--- src/rtl/power_stream_pkg.sv ---
// Shared types and defaults for the power stream driver and its vector buffer.
// Latency: n/a (declarations only).
// Backpressure: n/a.
package power_stream_pkg;

    localparam int DEF_DATA_WIDTH = 32;
    localparam int DEF_RES_WIDTH  = 64;
    localparam int DEF_DEPTH      = 8;
    localparam int DEF_GAP_W      = 4;
    localparam int DEF_TIMEOUT    = 64;

    typedef enum logic [2:0] {
        ST_IDLE,
        ST_SEND,
        ST_GAP,
        ST_DRAIN,
        ST_DONE
    } state_t;

    function automatic int ptr_w(input int depth);
        return $clog2(depth);
    endfunction

    // One extra bit so a full-buffer run length (== depth) is representable.
    function automatic int cnt_w(input int depth);
        return $clog2(depth) + 1;
    endfunction

endpackage

--- src/rtl/power_vec_buf.sv ---
// Vector storage for the stream driver: DEPTH x DATA_WIDTH register array.
// Latency: write lands at the clock edge; read is combinational by address.
// Backpressure: none; the caller gates writes.
module power_vec_buf
    import power_stream_pkg::*;
#(
    parameter int DATA_WIDTH = DEF_DATA_WIDTH,
    parameter int DEPTH      = DEF_DEPTH
) (
    input  logic                     clk,
    input  logic                     wr_en,
    input  logic [$clog2(DEPTH)-1:0] wr_addr,
    input  logic [DATA_WIDTH-1:0]    wr_data,
    input  logic [$clog2(DEPTH)-1:0] rd_addr,
    output logic [DATA_WIDTH-1:0]    rd_data
);

    logic [DATA_WIDTH-1:0] mem [DEPTH];

    always_ff @(posedge clk) begin
        if (wr_en) begin
            mem[wr_addr] <= wr_data;
        end
    end

    assign rd_data = mem[rd_addr];

endmodule

--- src/rtl/power_stream_driver.sv ---
// Streams len buffered vectors to the power block, one per beat with an optional idle gap, and counts results.
// Latency: start accepted at edge N -> first beat valid in cycle N+1; last beat at N+len+(len-1)*gap.
// Backpressure: none on the beat side; completion waits for len results or TIMEOUT idle cycles.
module power_stream_driver
    import power_stream_pkg::*;
#(
    parameter int DATA_WIDTH = DEF_DATA_WIDTH,
    parameter int RES_WIDTH  = DEF_RES_WIDTH,
    parameter int DEPTH      = DEF_DEPTH,
    parameter int GAP_W      = DEF_GAP_W,
    parameter int TIMEOUT    = DEF_TIMEOUT
) (
    input  logic                     clk,
    input  logic                     reset_n,
    input  logic                     i_wr_en,
    input  logic [$clog2(DEPTH)-1:0] i_wr_addr,
    input  logic [DATA_WIDTH-1:0]    i_wr_data,
    input  logic                     i_start,
    input  logic [$clog2(DEPTH):0]   i_len,
    input  logic [GAP_W-1:0]         i_gap,
    output logic                     o_valid,
    output logic [DATA_WIDTH-1:0]    o_data,
    input  logic                     i_res_valid,
    input  logic [RES_WIDTH-1:0]     i_res_data,
    output logic                     o_busy,
    output logic                     o_done,
    output logic                     o_timeout,
    output logic [$clog2(DEPTH):0]   o_sent_cnt,
    output logic [$clog2(DEPTH):0]   o_recv_cnt,
    output logic [RES_WIDTH-1:0]     o_last_res
);

    localparam int PTR_W = ptr_w(DEPTH);
    localparam int CNT_W = cnt_w(DEPTH);
    localparam int TO_W  = $clog2(TIMEOUT + 1);

    state_t state, state_nxt;

    logic [PTR_W-1:0]      ptr, ld_addr;
    logic [CNT_W-1:0]      len_q, len_in;
    logic [GAP_W-1:0]      gap_q, gap_cnt;
    logic [TO_W-1:0]       idle_cnt;
    logic [DATA_WIDTH-1:0] rd_data, ld_data;
    logic                  accept, wr_fire, load, to_hit, res_ok;

    assign accept  = (state == ST_IDLE) && i_start;
    assign wr_fire = (state == ST_IDLE) && i_wr_en;
    assign len_in  = (i_len > CNT_W'(DEPTH)) ? CNT_W'(DEPTH) : i_len;
    assign ld_addr = (state == ST_IDLE) ? '0 : ptr;
    assign res_ok  = i_res_valid &&
                     ((state == ST_SEND) || (state == ST_GAP) || (state == ST_DRAIN));

    // A write landing on the same edge as the start must be seen by beat 0.
    assign ld_data = (wr_fire && (i_wr_addr == ld_addr)) ? i_wr_data : rd_data;

    power_vec_buf #(
        .DATA_WIDTH (DATA_WIDTH),
        .DEPTH      (DEPTH)
    ) u_buf (
        .clk     (clk),
        .wr_en   (wr_fire),
        .wr_addr (i_wr_addr),
        .wr_data (i_wr_data),
        .rd_addr (ld_addr),
        .rd_data (rd_data)
    );

    always_comb begin
        state_nxt = state;
        load      = 1'b0;
        to_hit    = 1'b0;
        case (state)
            ST_IDLE: begin
                if (i_start) begin
                    if (len_in == '0) begin
                        state_nxt = ST_DONE;
                    end else begin
                        state_nxt = ST_SEND;
                        load      = 1'b1;
                    end
                end
            end
            ST_SEND: begin
                // o_sent_cnt already includes the beat on the wire this cycle.
                if (o_sent_cnt == len_q) begin
                    state_nxt = ST_DRAIN;
                end else if (gap_q != '0) begin
                    state_nxt = ST_GAP;
                end else begin
                    load = 1'b1;
                end
            end
            ST_GAP: begin
                if (gap_cnt == GAP_W'(1)) begin
                    state_nxt = ST_SEND;
                    load      = 1'b1;
                end
            end
            ST_DRAIN: begin
                if (o_recv_cnt == len_q) begin
                    state_nxt = ST_DONE;
                end else if (!i_res_valid && (idle_cnt == TO_W'(TIMEOUT - 1))) begin
                    state_nxt = ST_DONE;
                    to_hit    = 1'b1;
                end
            end
            ST_DONE: state_nxt = ST_IDLE;
            default: state_nxt = ST_IDLE;
        endcase
    end

    always_ff @(posedge clk or negedge reset_n) begin
        if (!reset_n) begin
            state      <= ST_IDLE;
            ptr        <= '0;
            len_q      <= '0;
            gap_q      <= '0;
            gap_cnt    <= '0;
            idle_cnt   <= '0;
            o_valid    <= 1'b0;
            o_data     <= '0;
            o_busy     <= 1'b0;
            o_done     <= 1'b0;
            o_timeout  <= 1'b0;
            o_sent_cnt <= '0;
            o_recv_cnt <= '0;
            o_last_res <= '0;
        end else begin
            state   <= state_nxt;
            o_busy  <= (state_nxt != ST_IDLE);
            o_done  <= (state_nxt == ST_DONE);
            o_valid <= load;
            o_data  <= load ? ld_data : '0;

            if (load) begin
                ptr <= ld_addr + PTR_W'(1);
            end

            if (accept) begin
                len_q      <= len_in;
                gap_q      <= i_gap;
                o_sent_cnt <= load ? CNT_W'(1) : '0;
            end else if (load) begin
                o_sent_cnt <= o_sent_cnt + CNT_W'(1);
            end

            if (accept) begin
                o_timeout <= 1'b0;
            end else if (to_hit) begin
                o_timeout <= 1'b1;
            end

            if ((state == ST_SEND) && (state_nxt == ST_GAP)) begin
                gap_cnt <= gap_q;
            end else if (state == ST_GAP) begin
                gap_cnt <= gap_cnt - GAP_W'(1);
            end

            if ((state != ST_DRAIN) || i_res_valid) begin
                idle_cnt <= '0;
            end else begin
                idle_cnt <= idle_cnt + TO_W'(1);
            end

            if (accept) begin
                o_recv_cnt <= '0;
            end else if (res_ok && (o_recv_cnt != len_q)) begin
                o_recv_cnt <= o_recv_cnt + CNT_W'(1);
            end

            if (res_ok) begin
                o_last_res <= i_res_data;
            end
        end
    end

endmodule

--- config.mk ---
export PLATFORM = sky130hd
export DESIGN_NAME = power_stream_driver
export DESIGN_NICKNAME = d
export VERILOG_FILES = /design/src/rtl/power_stream_pkg.sv /design/src/rtl/power_vec_buf.sv /design/src/rtl/power_stream_driver.sv
export SDC_FILE = /design/constraint.sdc
export NUM_CORES = 1
export LEC_CHECK = 0
export BUFFER_PORTS_ARGS = -buffer_cell sky130_fd_sc_hd__buf_4
export CAP_MARGIN = 10
export CORE_MARGIN = 10
export CORE_UTILIZATION = 40
export CTS_CLUSTER_DIAMETER = 50
export DETAILED_ROUTE_END_ITERATION = 12
export GPL_TIMING_DRIVEN = 1
export PLACE_DENSITY = 0.72
export SLEW_MARGIN = 0
export SYNTH_ARGS = -nofsm -noshare
export SYNTH_HDL_FRONTEND = slang
export SYNTH_SLANG_ARGS = --single-unit
--- constraint.sdc ---
create_clock -name clk -period 4.4 [get_ports clk]
set_input_delay 0.88 -clock clk [delete_from_list [all_inputs] [get_ports clk]]
set_output_delay 0.88 -clock clk [all_outputs]
set_load 0.005 [all_outputs]
## After elaboration in Yosys (flattened, before gate mapping)

Memory sizes are Yosys's and may differ from the RTL's.
Cells that the tools add are included.

- Add/subtract/negate cells: 5
- $lt $le $gt $ge: 1
- Eq/ne operators: 12
- Multiplexer cells: 33
- Reductions and logical operators: 19

Operators by type and width:

| kind | number |
|---|---|
| 32-bit 2-to-1 mux | 2 |
| 4-bit 2-to-1 mux | 7 |
| 3-bit 2-to-1 mux | 8 |
| 1-bit 2-to-1 mux | 13 |
| 3-bit case mux with 4 select lines | 1 |
| 3-bit by 2-bit equality test with 1-bit output, second input constant | 3 |
| 4-bit by 1-bit adder with 4-bit output, second input constant | 2 |
| 4-bit equality test | 2 |
| 2-bit nonzero test | 4 |
| 7-bit by 1-bit adder with 7-bit output, second input constant | 1 |
| 7-bit by 6-bit equality test with 1-bit output, second input constant | 1 |
| 1-bit logical AND | 7 |
| 7-bit 2-to-1 mux | 1 |
| 4-bit by 1-bit equality test with 1-bit output, second input constant | 1 |
| 4-bit greater-than comparator, second input constant | 1 |
| 4-bit logical NOT | 1 |
| 4-bit inequality test | 1 |
| 4-bit nonzero test | 1 |
| 4-bit by 1-bit subtractor with 4-bit output, second input constant | 1 |
| 3-bit by 1-bit adder with 3-bit output, second input constant | 1 |
| 3-bit by 1-bit equality test with 1-bit output, second input constant | 1 |
| 3-bit equality test | 1 |
| 3-bit equality test, second input constant | 1 |
| 3-bit logical NOT | 1 |
| other kinds (5) | 7 |

- Bits in registers: 133
- Memory bits (writable): 256
- Bits of input ports: 112
- Output and inout bits: 108
- Memories: 1

Memories:

| memory | words | width | rd ports | clocked after Yosys merged registers in | wr ports | line | text |
|---|---|---|---|---|---|---|---|
| u_buf.mem | 8 | 32 | 1 | 0 | 1 | power_vec_buf.sv:18 | `logic [DATA_WIDTH-1:0] mem [DEPTH];` |

## Longest topological paths before layout

- Depth after elaboration: 9
- Gate-level depth with buffers: 9
- Mapped depth without buffers: 6

## Cells and area by module

A second synthesis with hierarchy kept.

- Cell total of the unflattened synthesis: 809
- Area, all modules: 15438.6 µm²

Modules (own cells, without submodules):

| module | times used | cells each | area each (µm²) | seq. area each (µm²) |
|---|---|---|---|---|
| power_vec_buf | 1 | 383 | 9825.7 | 7687.4 |
| power_stream_driver | 1 | 426 | 5612.9 | 3328.2 |

## Worst setup path before layout

Ideal clock, no wire load.

- Kind: in2reg
- Start: in i_wr_addr[2]
- End: mem u_buf.mem[4][0] (netlist name) (enable)
- Library setup time: 0.501 ns
- Arrival time: 4.368 ns
- Path slack: -0.469 ns
- Stages on the path: 3
- Cell sequence: clkbuf_1 -> inv_1 -> nor4_1

RTL lines:

| element | line | text |
|---|---|---|
| start, declared | power_stream_driver.sv:16 | `input logic [$clog2(DEPTH)-1:0] i_wr_addr,` |
| end, declared | power_vec_buf.sv:18 |  |

Straight into the memory's write port.

## Worst setup path in the final report

- Start: reg state[0]
- End: reg o_data[15]

- Cells in the longest elaborated chain, start to end: 6
- Elaborated cells between the ends (all ways): 11
- Classes of those cells: eq/ne: 3; mux: 4; reduce/logical: 3; memory: 1

RTL lines:

| element | line | text |
|---|---|---|
| start, declared | power_stream_driver.sv:37 | `state_t state, state_nxt;` |
| start signal, assigned | power_stream_driver.sv:129 | `state <= state_nxt;` |
| branches (longest 5 deep; another with memory 8 x 32 bit) | n/a |  |
| 32-bit 2-to-1 mux * | power_stream_driver.sv:133 | `o_data <= load ? ld_data : '0;` |
| end signal, assigned | power_stream_driver.sv:133 |  |
| end, declared | power_stream_driver.sv:22 | `output logic [DATA_WIDTH-1:0] o_data,` |

Mark *: on every way between the ends.
A chain may end at the register's enable or synchronous reset.

==> impl_results.md <==
* Vias at 9734
* Die area at 0.04681 mm2
* Final nets at 1384
* Worst setup margin at 1.143 ns
* Root Driver: clkbuf_16
* Post-CTS resize count at 0
* IR drop worst, VDD at 0.4111 mV
* Period minus WS final at 3.257 ns
* Xor/xnor share of the synthesized area at 0.9086%
* H-tree Lvls at 2
* Synthesis Warnings at 0
* Post-synthesis compound-gate area fraction at 9.159%
* Max_cap viols at 0
* Initial Utilization at 40.76%
* Slew @ Worst Pin at 0.9759 ns
* Post-synthesis sequential area ratio at 71.42%
* Syn avg cell area at 14.83 um2
* Setup crit end kind: register
* Register Area at 0.01102 mm2
* Clock transition at path regs at 0.06 ns
* Setup TNS Final at 0 ns
* Final std cells w/o fill at 1812
* R2r startpoint: state[0]
* Drt initial violations at 979
* Global-route wire length before repair at 58900 um
* Post-synth net total at 1158
* Final clock skew at 0.01810 ns
* Synthesized cell area at 0.01542 mm2
* Area Overhead vs Synth at 24.04%
* Setup repair bufs after CTS at 0
* Drt via density at 5.372
* Critical path origin: state[0]
* Yosys cell types at 49
* Mux cell area share after synthesis at 7.804%
* Worst Path Arrival at 3.68 ns
* Clk_lat worst skew at 0.55 ns
* Initial antenna violation count at 4
* Final design utilization at 50.56%
* FP Rows at 71
* Area of the multi-input gates at 0.004175 mm2
* HP Class: in -> async
* Grt ovf at 0
* Crit share post-route at 74.02%
* Critical path class: reg -> reg
* Drt drc at 0
* Post-synthesis simple-gate area fraction at 8.080%
* F_max at 307.1 MHz
* Mapped Cells at 1040
* CTS tree: built
* Req. time, crit path at 4.83 ns
* Fillcell total at 3158
* Hold Buf Count CTS at 0
* #FFs+latches synth at 389
* Vias in the first global route at 9719
* Dpl hpwl at 25280 um
* CTS Sinks at 389
* Worst slew margin at 34.45%
* Routability cong. at 0.7801
* Die height at 216.4 um
* Buffers on Ports at 219
* Largest net degree at the start of global routing at 69
* Routed wire length at 39080 um
* Pleak at 7.577 nW
* Unrepaired setup endpoints after global routing: no
* Die W at 216.4 um
* ANT nets after route at 0
* Crit-path max FO at 25
* Layout cell share with drive strength beyond 1 at 31.18%
* Clock buffer count from CTS at 43
* Core area at 0.03784 mm2
* Endpoints failing hold at 0
* DRT Pass-1 Iters at 8
* Max-slew violations at 0
* Inst Count DP at 1732
* Number of synthesized flops with an enable pin at 256
* Final setup viols at 0
* Gr usage total at 16.16%
* CP startpoint kind: register
* Wire length per cell at 21.57 um
* Top_reg_cell synth: edfxtp_1
* Top-level port count at 220
* Largest family of logic cells by synthesized area: compound AO/OA/AOI/OAI gates
* Adder-cell share of the synthesized area at 0.4867%
* Status: complete, no violations
* Clock buffer depth at 3
* Dpl ws at 1.002 ns
* Synth async-reset ratio at 34.19%
* Pwr dens at 664.7 mW/mm2
* Hold slack at 0.3221 ns
-- worst max-delay path: stages (launching register included) --
cell	delay, ns
dfrtp_1	0.78
or4b_1	0.74
a2bb2oi_2	0.35
o21a_2	0.72
buf_4	0.42
a211oi_2	0.09
-- cells in the mapped netlist (10+ instances only) --
master | count | share of area, %
a211oi_2 | 28 | 2.3
a21oi_1 | 36 | 1.2
a31oi_1 | 31 | 1.3
buf_2 | 15 | 0.49
clkbuf_1 | 41 | 1.0
dfrtp_1 | 133 | 22
edfxtp_1 | 256 | 50
inv_1 | 10 | 0.24
mux2_2 | 10 | 0.73
mux2i_1 | 37 | 2.4
mux4_2 | 32 | 4.7
nand2_1 | 213 | 5.2
nand3_1 | 12 | 0.39
nor2_1 | 11 | 0.27
o21ai_0 | 11 | 0.36
o22ai_1 | 33 | 1.3
o2bb2ai_1 | 31 | 1.8
-- cell usage in the layout, fill, tap and decap left out, drive strengths merged, types with 3 or more instances in the layout --
cell      netlist  layout
o2bb2ai        31      31
dfrtp         133     133
xor2            8       8
nand2b          7       7
mux2i          37      37
a31oi          31      31
nand3          12      12
ha              6       6
a211oi         33      33
a21oi          36      36
nand2         213     213
mux4           32      32
clkinvlp        0       3
clkbuf         41      62
or4             3       3
nor3b           4       4
buf            24     246
nor4            9       9
o22ai          33      33
o21ai          11      11
nor3            5       5
xnor2           8       8
mux2           10      10
nor2           11      11
or3             5       5
inv            10      15
o31ai           3       3
clkinv          0       7
o211ai          3       3
edfxtp        256     256
nand4           3       3
-- stage by stage --
| step | instance area, um2 | power, W |
|---|---|---|
| 3_5_place_dp | 17740 | 0.009346 |
| 2_1_floorplan | 15420 | 0.007519 |
| 6_report | 19130 | 0.01272 |
| 3_3_place_gp | 17740 | 0.009209 |
| 5_1_grt | 19130 | 0.01342 |
| 4_1_cts | 19130 | 0.01287 |
-- state kept, by name, indices dropped and copies added, names as in the netlist, 4 cells and up --
register	count
u_buf.mem	256
o_last_res	64
o_data	32
idle_cnt	7
gap_cnt	4
gap_q	4
len_q	4
o_recv_cnt	4
o_sent_cnt	4
-- worst paths after layout --
| kind | endpoint | slack [ns] | cells past startpoint |
|---|---|---|---|
| worst min register to register | idle_cnt[0] | 0.46 | 1 |
| worst max register to register | o_data[15] | 1.14 | 5 |
| worst min-delay path | o_last_res[42] | 0.32 | 1 |
| max in group asynchronous | o_last_res[26] | 3.04 | 2 |
| worst max-delay path | o_data[15] | 1.14 | 5 |
| min in group clk | idle_cnt[0] | 0.46 | 1 |
-- per-layer routing --
layer / share of wire (%) / vias up / GRT usage, %
li1: - / 4381 / -
met1: 40 / 4865 / 20.02
met2: 49 / 411 / 26.96
met3: 8.0 / 73 / 4.081
met4: 2.5 / 4 / 5.733
met5: 0.069 / - / 0
-- final cells by class --
| type | instances | share of cell area (%) |
|---|---|---|
| timing repair buffer | 246 | 9.738 |
| antenna | 2 | 0.02616 |
| clock buffer | 62 | 6.520 |
| tap | 511 | 3.342 |
| multi-input combinational | 576 | 21.82 |
| sequential | 389 | 57.60 |
| clock inverter | 16 | 0.7521 |
| inverter | 10 | 0.1962 |
-- where the power goes --
part / internal, W / switching (W)
sequential: 0.00455 / 0.000594
combinational: 0.00186 / 0.00224
clock: 0.00205 / 0.00144
-- logic make-up after synthesis --
group	Yosys count
flip-flops	389
AND/OR/NAND/NOR	286
AO/OA/AOI/OAI	189
multiplexers	79
buffers and inverters	75
XOR/XNOR	16
adder cells (fa/ha/maj)	6
Note: power is estimated with default switching activity, not from simulation.
